File: config.mk
export PLATFORM = sky130hd
export DESIGN_NAME = send_board_state_flat
export DESIGN_NICKNAME = d
export VERILOG_FILES = /design/src/rtl/send_board_state_pkg.sv /design/src/rtl/send_board_state_if.sv /design/src/rtl/send_board_state_encoder.sv /design/src/rtl/send_board_state.sv /design/src/flat_wrapper.sv
export SDC_FILE = /design/constraint.sdc
export NUM_CORES = 1
export LEC_CHECK = 0
export CAP_MARGIN = 20
export CORE_MARGIN = 5
export CORE_UTILIZATION = 47
export CTS_CLUSTER_SIZE = 20
export DETAILED_ROUTE_END_ITERATION = 8
export GPL_TIMING_DRIVEN = 0
export HOLD_SLACK_MARGIN = 0.15
export MAX_ROUTING_LAYER = met4
export PLACE_DENSITY = 0.74
export SKIP_LAST_GASP = 1
export SYNTH_ARGS = -nofsm -noshare
export SYNTH_HDL_FRONTEND = slang
export SYNTH_SLANG_ARGS = --single-unit
File: constraint.sdc
create_clock -name clk -period 3.2 [get_ports clk]
set_input_delay 0.32 -clock clk [delete_from_list [all_inputs] [get_ports clk]]
set_output_delay 0.32 -clock clk [all_outputs]
set_load 0.01 [all_outputs]
File: src/rtl/send_board_state_pkg.sv
// Shared types and character constants for the board serialiser.
// SEND_BOARD_CRLF_EN selects a CR+LF row terminator instead of LF only.
package send_board_pkg;

    typedef enum logic [1:0] {
        ST_IDLE = 2'd0,
        ST_EMIT = 2'd1,
        ST_GAP  = 2'd2,
        ST_DONE = 2'd3
    } send_state_t;

    localparam logic [7:0] CH_A        = 8'h4F;
    localparam logic [7:0] CH_B        = 8'h58;
    localparam logic [7:0] CH_EMPTY    = 8'h2E;
    localparam logic [7:0] CH_CONFLICT = 8'h3F;
    localparam logic [7:0] CH_CR       = 8'h0D;
    localparam logic [7:0] CH_LF       = 8'h0A;

`ifdef SEND_BOARD_CRLF_EN
    localparam int TERM_LEN = 2;
`else
    localparam int TERM_LEN = 1;
`endif

endpackage

File: src/rtl/send_board_state_if.sv
// Request/board/UART handshake bundle between the game controller, the
// serialiser and the UART transmitter.
interface send_board_state_if #(
    parameter int ROWS = 3,
    parameter int COLS = 3
);
    logic                   req;
    logic [ROWS*COLS-1:0]   board_a;
    logic [ROWS*COLS-1:0]   board_b;
    logic                   ready;
    logic                   valid;
    logic                   uart_wr;
    logic [7:0]             uart_d;
    logic                   uart_ready;

    modport master (
        output req, board_a, board_b, uart_ready,
        input  ready, valid, uart_wr, uart_d
    );

    modport slave (
        input  req, board_a, board_b, uart_ready,
        output ready, valid, uart_wr, uart_d
    );
endinterface

File: src/rtl/send_board_state_encoder.sv
// Maps one cell's occupancy bits to its ASCII character.
module board_cell_encoder
    import send_board_pkg::*;
(
    input  logic       cell_a,
    input  logic       cell_b,
    output logic [7:0] cell_char
);

    // Occupancy pair to character
    always_comb begin
        cell_char = CH_EMPTY;
        case ({cell_a, cell_b})
            2'b10:   cell_char = CH_A;
            2'b01:   cell_char = CH_B;
            2'b11:   cell_char = CH_CONFLICT;
            default: cell_char = CH_EMPTY;
        endcase
    end

endmodule

File: src/rtl/send_board_state.sv
// Sends a latched tic-tac-toe board over the UART, one byte per cell, row by
// row; SEND_BOARD_CRLF_EN chooses CR+LF rather than LF as row terminator.
module send_board_state
    import send_board_pkg::*;
#(
    parameter int ROWS = 3,
    parameter int COLS = 3
) (
    input  logic               clk,
    input  logic               reset,
    send_board_state_if.slave  bus
);

    localparam int CELLS = ROWS * COLS;
    localparam int COL_W = $clog2(COLS + 2);
    localparam int ROW_W = (ROWS > 1) ? $clog2(ROWS) : 1;
    localparam int IDX_W = (CELLS > 1) ? $clog2(CELLS) : 1;

    localparam logic [COL_W-1:0] TERM_COL = COL_W'(COLS);
    localparam logic [COL_W-1:0] LAST_COL = COL_W'(COLS + TERM_LEN - 1);
    localparam logic [ROW_W-1:0] LAST_ROW = ROW_W'(ROWS - 1);

    send_state_t        state_r;
    logic [CELLS-1:0]   board_a_r;
    logic [CELLS-1:0]   board_b_r;
    logic [COL_W-1:0]   col_r;
    logic [ROW_W-1:0]   row_r;
    logic               last_r;
    logic               ready_r;
    logic               valid_r;
    logic               uart_wr_r;
    logic [7:0]         uart_d_r;

    logic [IDX_W-1:0]   idx_s;
    logic               cell_a_s;
    logic               cell_b_s;
    logic [7:0]         cell_char_s;
    logic [7:0]         byte_s;
    logic               is_last_s;

    // Select the cell addressed by the row/column counters
    always_comb begin
        idx_s    = IDX_W'(row_r) * IDX_W'(COLS) + IDX_W'(col_r);
        cell_a_s = board_a_r[idx_s];
        cell_b_s = board_b_r[idx_s];
    end

    board_cell_encoder u_enc (
        .cell_a    (cell_a_s),
        .cell_b    (cell_b_s),
        .cell_char (cell_char_s)
    );

    // Cell character or terminator, depending on column position
    always_comb begin
        byte_s    = cell_char_s;
        is_last_s = (row_r == LAST_ROW) && (col_r == LAST_COL);
        if (col_r < TERM_COL) begin
            byte_s = cell_char_s;
        end else if (col_r == LAST_COL) begin
            byte_s = CH_LF;
        end else begin
            byte_s = CH_CR;
        end
    end

    // Frame sequencer with registered handshake outputs
    always_ff @(posedge clk or posedge reset) begin
        if (reset) begin
            state_r   <= ST_IDLE;
            board_a_r <= '0;
            board_b_r <= '0;
            col_r     <= '0;
            row_r     <= '0;
            last_r    <= 1'b0;
            ready_r   <= 1'b1;
            valid_r   <= 1'b0;
            uart_wr_r <= 1'b0;
            uart_d_r  <= 8'h00;
        end else begin
            uart_wr_r <= 1'b0;
            valid_r   <= 1'b0;
            case (state_r)
                ST_IDLE: begin
                    if (bus.req) begin
                        board_a_r <= bus.board_a;
                        board_b_r <= bus.board_b;
                        col_r     <= '0;
                        row_r     <= '0;
                        last_r    <= 1'b0;
                        ready_r   <= 1'b0;
                        state_r   <= ST_EMIT;
                    end else begin
                        ready_r   <= 1'b1;
                    end
                end
                ST_EMIT: begin
                    if (bus.uart_ready) begin
                        uart_wr_r <= 1'b1;
                        uart_d_r  <= byte_s;
                        last_r    <= is_last_s;
                        state_r   <= ST_GAP;
                        if (col_r == LAST_COL) begin
                            col_r <= '0;
                            row_r <= (row_r == LAST_ROW) ? '0 : row_r + ROW_W'(1);
                        end else begin
                            col_r <= col_r + COL_W'(1);
                        end
                    end else begin
                        state_r <= ST_EMIT;
                    end
                end
                ST_GAP: begin
                    if (last_r) begin
                        valid_r <= 1'b1;
                        state_r <= ST_DONE;
                    end else begin
                        state_r <= ST_EMIT;
                    end
                end
                ST_DONE: begin
                    ready_r <= 1'b1;
                    state_r <= ST_IDLE;
                end
                default: begin
                    ready_r <= 1'b1;
                    state_r <= ST_IDLE;
                end
            endcase
        end
    end

    assign bus.ready   = ready_r;
    assign bus.valid   = valid_r;
    assign bus.uart_wr = uart_wr_r;
    assign bus.uart_d  = uart_d_r;

endmodule

File: src/flat_wrapper.sv
// flat-port wrapper written by rule: the top's interface ports become plain ports
module send_board_state_flat import send_board_pkg::*;
#(
    parameter int ROWS = 3,
    parameter int COLS = 3
)
  (clk, reset, bus_req, bus_board_a, bus_board_b, bus_uart_ready, bus_ready, bus_valid, bus_uart_wr, bus_uart_d);
  send_board_state_if #(.ROWS(ROWS), .COLS(COLS)) bus_i ();
  input  logic clk;
  input  logic reset;
  input wire logic [$bits(bus_i.req)-1:0] bus_req;
  input wire logic [$bits(bus_i.board_a)-1:0] bus_board_a;
  input wire logic [$bits(bus_i.board_b)-1:0] bus_board_b;
  input wire logic [$bits(bus_i.uart_ready)-1:0] bus_uart_ready;
  output wire logic [$bits(bus_i.ready)-1:0] bus_ready;
  output wire logic [$bits(bus_i.valid)-1:0] bus_valid;
  output wire logic [$bits(bus_i.uart_wr)-1:0] bus_uart_wr;
  output wire logic [$bits(bus_i.uart_d)-1:0] bus_uart_d;
  assign bus_i.req = bus_req;
  assign bus_i.board_a = bus_board_a;
  assign bus_i.board_b = bus_board_b;
  assign bus_i.uart_ready = bus_uart_ready;
  assign bus_ready = bus_i.ready;
  assign bus_valid = bus_i.valid;
  assign bus_uart_wr = bus_i.uart_wr;
  assign bus_uart_d = bus_i.uart_d;
  send_board_state #(.ROWS(ROWS), .COLS(COLS)) u_core (.clk(clk), .reset(reset), .bus(bus_i));
endmodule
==> impl_summary.log <==
[metrics] result of the run: finished with violations
[metrics] failing checks: setup timing
[metrics] maximum fanout along the worst path: 3
[metrics] H-Tree Level Count: 2
[metrics] Worst Setup End Kind: register
[metrics] count of state elements after synthesis: 36
[metrics] max-capacitance violation count: 0
[metrics] Worst slew margin: 0.514
[metrics] WP buf/inv: 1
[metrics] Worst EP arrival: 3.41 ns
[metrics] core footprint: 3970 um2
[metrics] first-pass GRT wire length: 6480 um
[metrics] post-detail-place hpwl: 2860 um
[metrics] count of cell instances traversed by the critical path: 10
[metrics] synthesis warning total: 0
[metrics] Final Hold Vio Count: 0
[metrics] Inserted Diodes: 0
[metrics] peak per-stage delay on the critical path: 0.57 ns
[metrics] average vias per placed instance: 5.24
[metrics] number of vias in the routed layout: 1,300
[metrics] quantity of I/O buffers inserted on ports: 31
[metrics] final critical-path share of the clock period: 1.01
[metrics] highest-count cells in the layout ignoring fill and taps: 35 x sky130_fd_sc_hd__dfrtp_1, 31 x sky130_fd_sc_hd__clkdlybuf4s50_1, 21 x sky130_fd_sc_hd__mux2_2
[metrics] proportion of register bits with asynchronous set or reset after synthesis: 1.00
[metrics] clock period minus worst slack: 3.23 ns
[metrics] number of nets produced by synthesis: 192
[metrics] minimum hold slack: 0.445 ns
[metrics] clock latency on the worst-skew pair: 0.29 ns
[metrics] count of endpoints failing setup in the final report: 2
[metrics] transition time at the pin with the least slew margin: 0.728 ns
[metrics] Filler cells: 299
[metrics] kind of start point of the critical path: register
[metrics] final worst-path setup slack: -0.0250 ns
[metrics] initial cell density of the core: 0.483
[metrics] max-slew violations: 0
[metrics] Synth Instances: 153
[metrics] slowest cell on the critical path: sky130_fd_sc_hd__fa_2
[metrics] Max Clk Rate: 0.310 GHz
[metrics] number of synthesized flops with an enable pin: 0
[metrics] Tightest Hold Check Type: input port to asynchronous set/reset pin
[metrics] number of remaining DRC errors: 0
[metrics] TritonCTS clock tree: built
[metrics] number of distinct standard cells referenced by the synthesized netlist: 37
[metrics] sequential area share after synthesis: 0.470
[metrics] overflow left after global routing: 0
[metrics] area delta synth->final: 31.7%
[metrics] cts hold-fix bufs: 0
[metrics] R2R depth: 10
[metrics] CTS sink count: 36
[metrics] Final Core Density: 0.636
[metrics] primary flip-flop cell chosen by synthesis mapping: sky130_fd_sc_hd__dfrtp_1
[metrics] total routing resource utilization after global routing: 0.164
[metrics] final layout net count: 236
[metrics] delay-heaviest family, CP: adder cells
[metrics] Pwr Density: 859 nW/um2
[metrics] wire length per cell after detailed routing: 15.2 um
[metrics] DRT antenna net count: 0
[metrics] fin cells: 248
[metrics] Leak: 1.14 nW
[metrics] largest net degree at the start of global routing: 21
[metrics] root buffer cell: sky130_fd_sc_hd__clkbuf_8
[metrics] wire length reported by the detailed router: 3770 um
[metrics] synthesized area per cell: 12.5 um2
[metrics] I/O pin cnt: 33
[metrics] die area: 5460 um2
[metrics] ordered cell list for the critical path: fa_1 -> ha_2 -> inv_2 -> fa_2 -> mux4_2 -> mux2_4 -> mux2_4 -> ha_4 -> nor2_1 -> a22o_1
[metrics] most frequent standard cell in the layout excluding fill and tap cells: sky130_fd_sc_hd__dfrtp_1
[metrics] count of routing violations after the opening detailed-route iteration: 65
[metrics] height of the chip: 73.9 um
[metrics] number of antenna violations at the first check in global routing: 0
[metrics] Max clock buf depth: 2
[metrics] clock-pin slew reported for the worst setup and hold paths after clock tree synthesis: 0.07 ns
[metrics] Netlist Area Pre-Place: 1920 um2
[metrics] data required time at the worst endpoint: 3.38 ns
[metrics] RSZ-0062 raised after global routing: true
[metrics] via count of the first global-routing pass: 1,389
[metrics] placed insts: 235
[metrics] Worst Skew: 0.00752 ns
[metrics] number of CTS-inserted buffers: 5
[metrics] router iterations before antenna repair: 4
[metrics] final weighted congestion in routability-driven placement: 0.801
[metrics] Cell Rows: 23
[metrics] Die W: 73.9 um
[metrics] worst ir drop on vdd: 573 uV
[metrics] startpoint-to-endpoint class of the critical path: register to register
[metrics] CP most frequent cell: sky130_fd_sc_hd__mux2_4
[metrics] layout cell share with drive strength beyond 1: 0.247
final cells by class:
cell class | instances | area [um2] | area share
inverters | 15 | 56.3 | 0.0223
repair buffers | 37 | 375 | 0.149
multi-input cells | 99 | 988 | 0.391
clock buffers | 7 | 96.3 | 0.0381
flip-flops and latches | 36 | 902 | 0.357
clock inverters | 1 | 30.0 | 0.0119
plain buffers | 3 | 16.3 | 0.00644
well taps | 50 | 62.6 | 0.0248
power breakdown:
part	internal [W]	switching (W)	leakage [nW]
registers	0.000644	0.000102	0.436
clock network	0.000275	0.000162	0.0645
logic	0.000558	0.000431	0.643
total	0.00148	0.000695	1.14
through the flow:
| step | total power (W) | worst slack (ns) | TNS (ns) | cell area [um2] |
|---|---|---|---|---|
| 4_1_cts | 0.00218 | -0.0154 | -0.0238 | 2520 |
| 5_1_grt | 0.00234 | -0.116 | -0.359 | 2530 |
| 3_3_place_gp | 0.00158 | -0.138 | -0.289 | 2290 |
| 2_1_floorplan | 0.00136 | 0.0545 | 0 | 1920 |
| 3_5_place_dp | 0.00164 | -0.218 | -0.593 | 2320 |
| 6_report | 0.00217 | -0.0250 | -0.0492 | 2530 |
flip-flops by register name (all words and copies together) (netlist names):
register and cells:
u_core.col_r 3, u_core.state_r 2, u_core.bus.ready 1, u_core.last_r 1, u_core.row_r 2, u_core.bus.valid 1
u_core.board_a_r 9, u_core.bus.uart_d 7, u_core.bus.uart_wr 1, u_core.board_b_r 9
timing repair:
item / 4_1_cts / 5_1_grt
pin swaps: 3 / 3
setup endpoints to repair: 5 / 5
setup buffers: 5 / 0
gates resized for setup: 8 / 3
per-layer routing:
metal  track usage  routed length (um)  up-vias
met1         0.190                1520      631
met5             -                   0        -
li1              -                   -      636
met4        0.0785                  66        0
met2         0.272                2000       27
met3        0.0342                 184        6
cells by family after synthesis:
| kind of cell | share of synthesized area |
|---|---|
| AND/OR/NAND/NOR | 0.0802 |
| flip-flops | 0.470 |
| adder cells (fa/ha/maj) | 0.119 |
| AO/OA/AOI/OAI | 0.0763 |
| other | 0.00195 |
| buffers and inverters | 0.0378 |
| XOR/XNOR | 0.00456 |
| multiplexers | 0.211 |
synthesized netlist by cell type, types with 2 or more instances:
cell type | n | area share
sky130_fd_sc_hd__a21oi_1 | 4 | 0.010
sky130_fd_sc_hd__ha_1 | 15 | 0.098
sky130_fd_sc_hd__nor3b_1 | 2 | 0.0078
sky130_fd_sc_hd__dfrtp_1 | 35 | 0.46
sky130_fd_sc_hd__a22o_1 | 2 | 0.0091
sky130_fd_sc_hd__nand2_1 | 6 | 0.012
sky130_fd_sc_hd__a31oi_1 | 2 | 0.0065
sky130_fd_sc_hd__and3_1 | 3 | 0.0098
sky130_fd_sc_hd__mux2i_1 | 4 | 0.021
sky130_fd_sc_hd__o21ai_0 | 5 | 0.013
sky130_fd_sc_hd__nor2_1 | 4 | 0.0078
sky130_fd_sc_hd__nor2b_1 | 3 | 0.0098
sky130_fd_sc_hd__o22ai_1 | 2 | 0.0065
sky130_fd_sc_hd__nand2b_1 | 3 | 0.0098
sky130_fd_sc_hd__fa_1 | 2 | 0.021
sky130_fd_sc_hd__inv_1 | 15 | 0.029
sky130_fd_sc_hd__mux4_1 | 4 | 0.055
sky130_fd_sc_hd__mux2_2 | 23 | 0.13
worst paths after layout:
check                                  from                    to  slack [ns]
setup reg to reg            u_core.row_r[0]  u_core.bus.uart_d[5]       -0.03
hold / removal                        reset     u_core.state_r[1]        0.45
setup / recovery            u_core.row_r[0]  u_core.bus.uart_d[5]       -0.03
min in group clk           u_core.bus.ready      u_core.bus.ready        0.46
hold reg to reg            u_core.bus.ready      u_core.bus.ready        0.46
max in group asynchronous             reset       u_core.row_r[0]        2.21
worst register-to-register path, stage by stage, from the launching register on:
cell                      delay, ns
sky130_fd_sc_hd__dfrtp_1       0.40
sky130_fd_sc_hd__fa_1          0.54
sky130_fd_sc_hd__ha_2          0.17
sky130_fd_sc_hd__inv_2         0.04
sky130_fd_sc_hd__fa_2          0.57
sky130_fd_sc_hd__mux4_2        0.31
sky130_fd_sc_hd__mux2_4        0.29
sky130_fd_sc_hd__mux2_4        0.30
sky130_fd_sc_hd__ha_4          0.28
sky130_fd_sc_hd__nor2_1        0.04
sky130_fd_sc_hd__a22o_1        0.19
(Power assumes the default switching activity.)
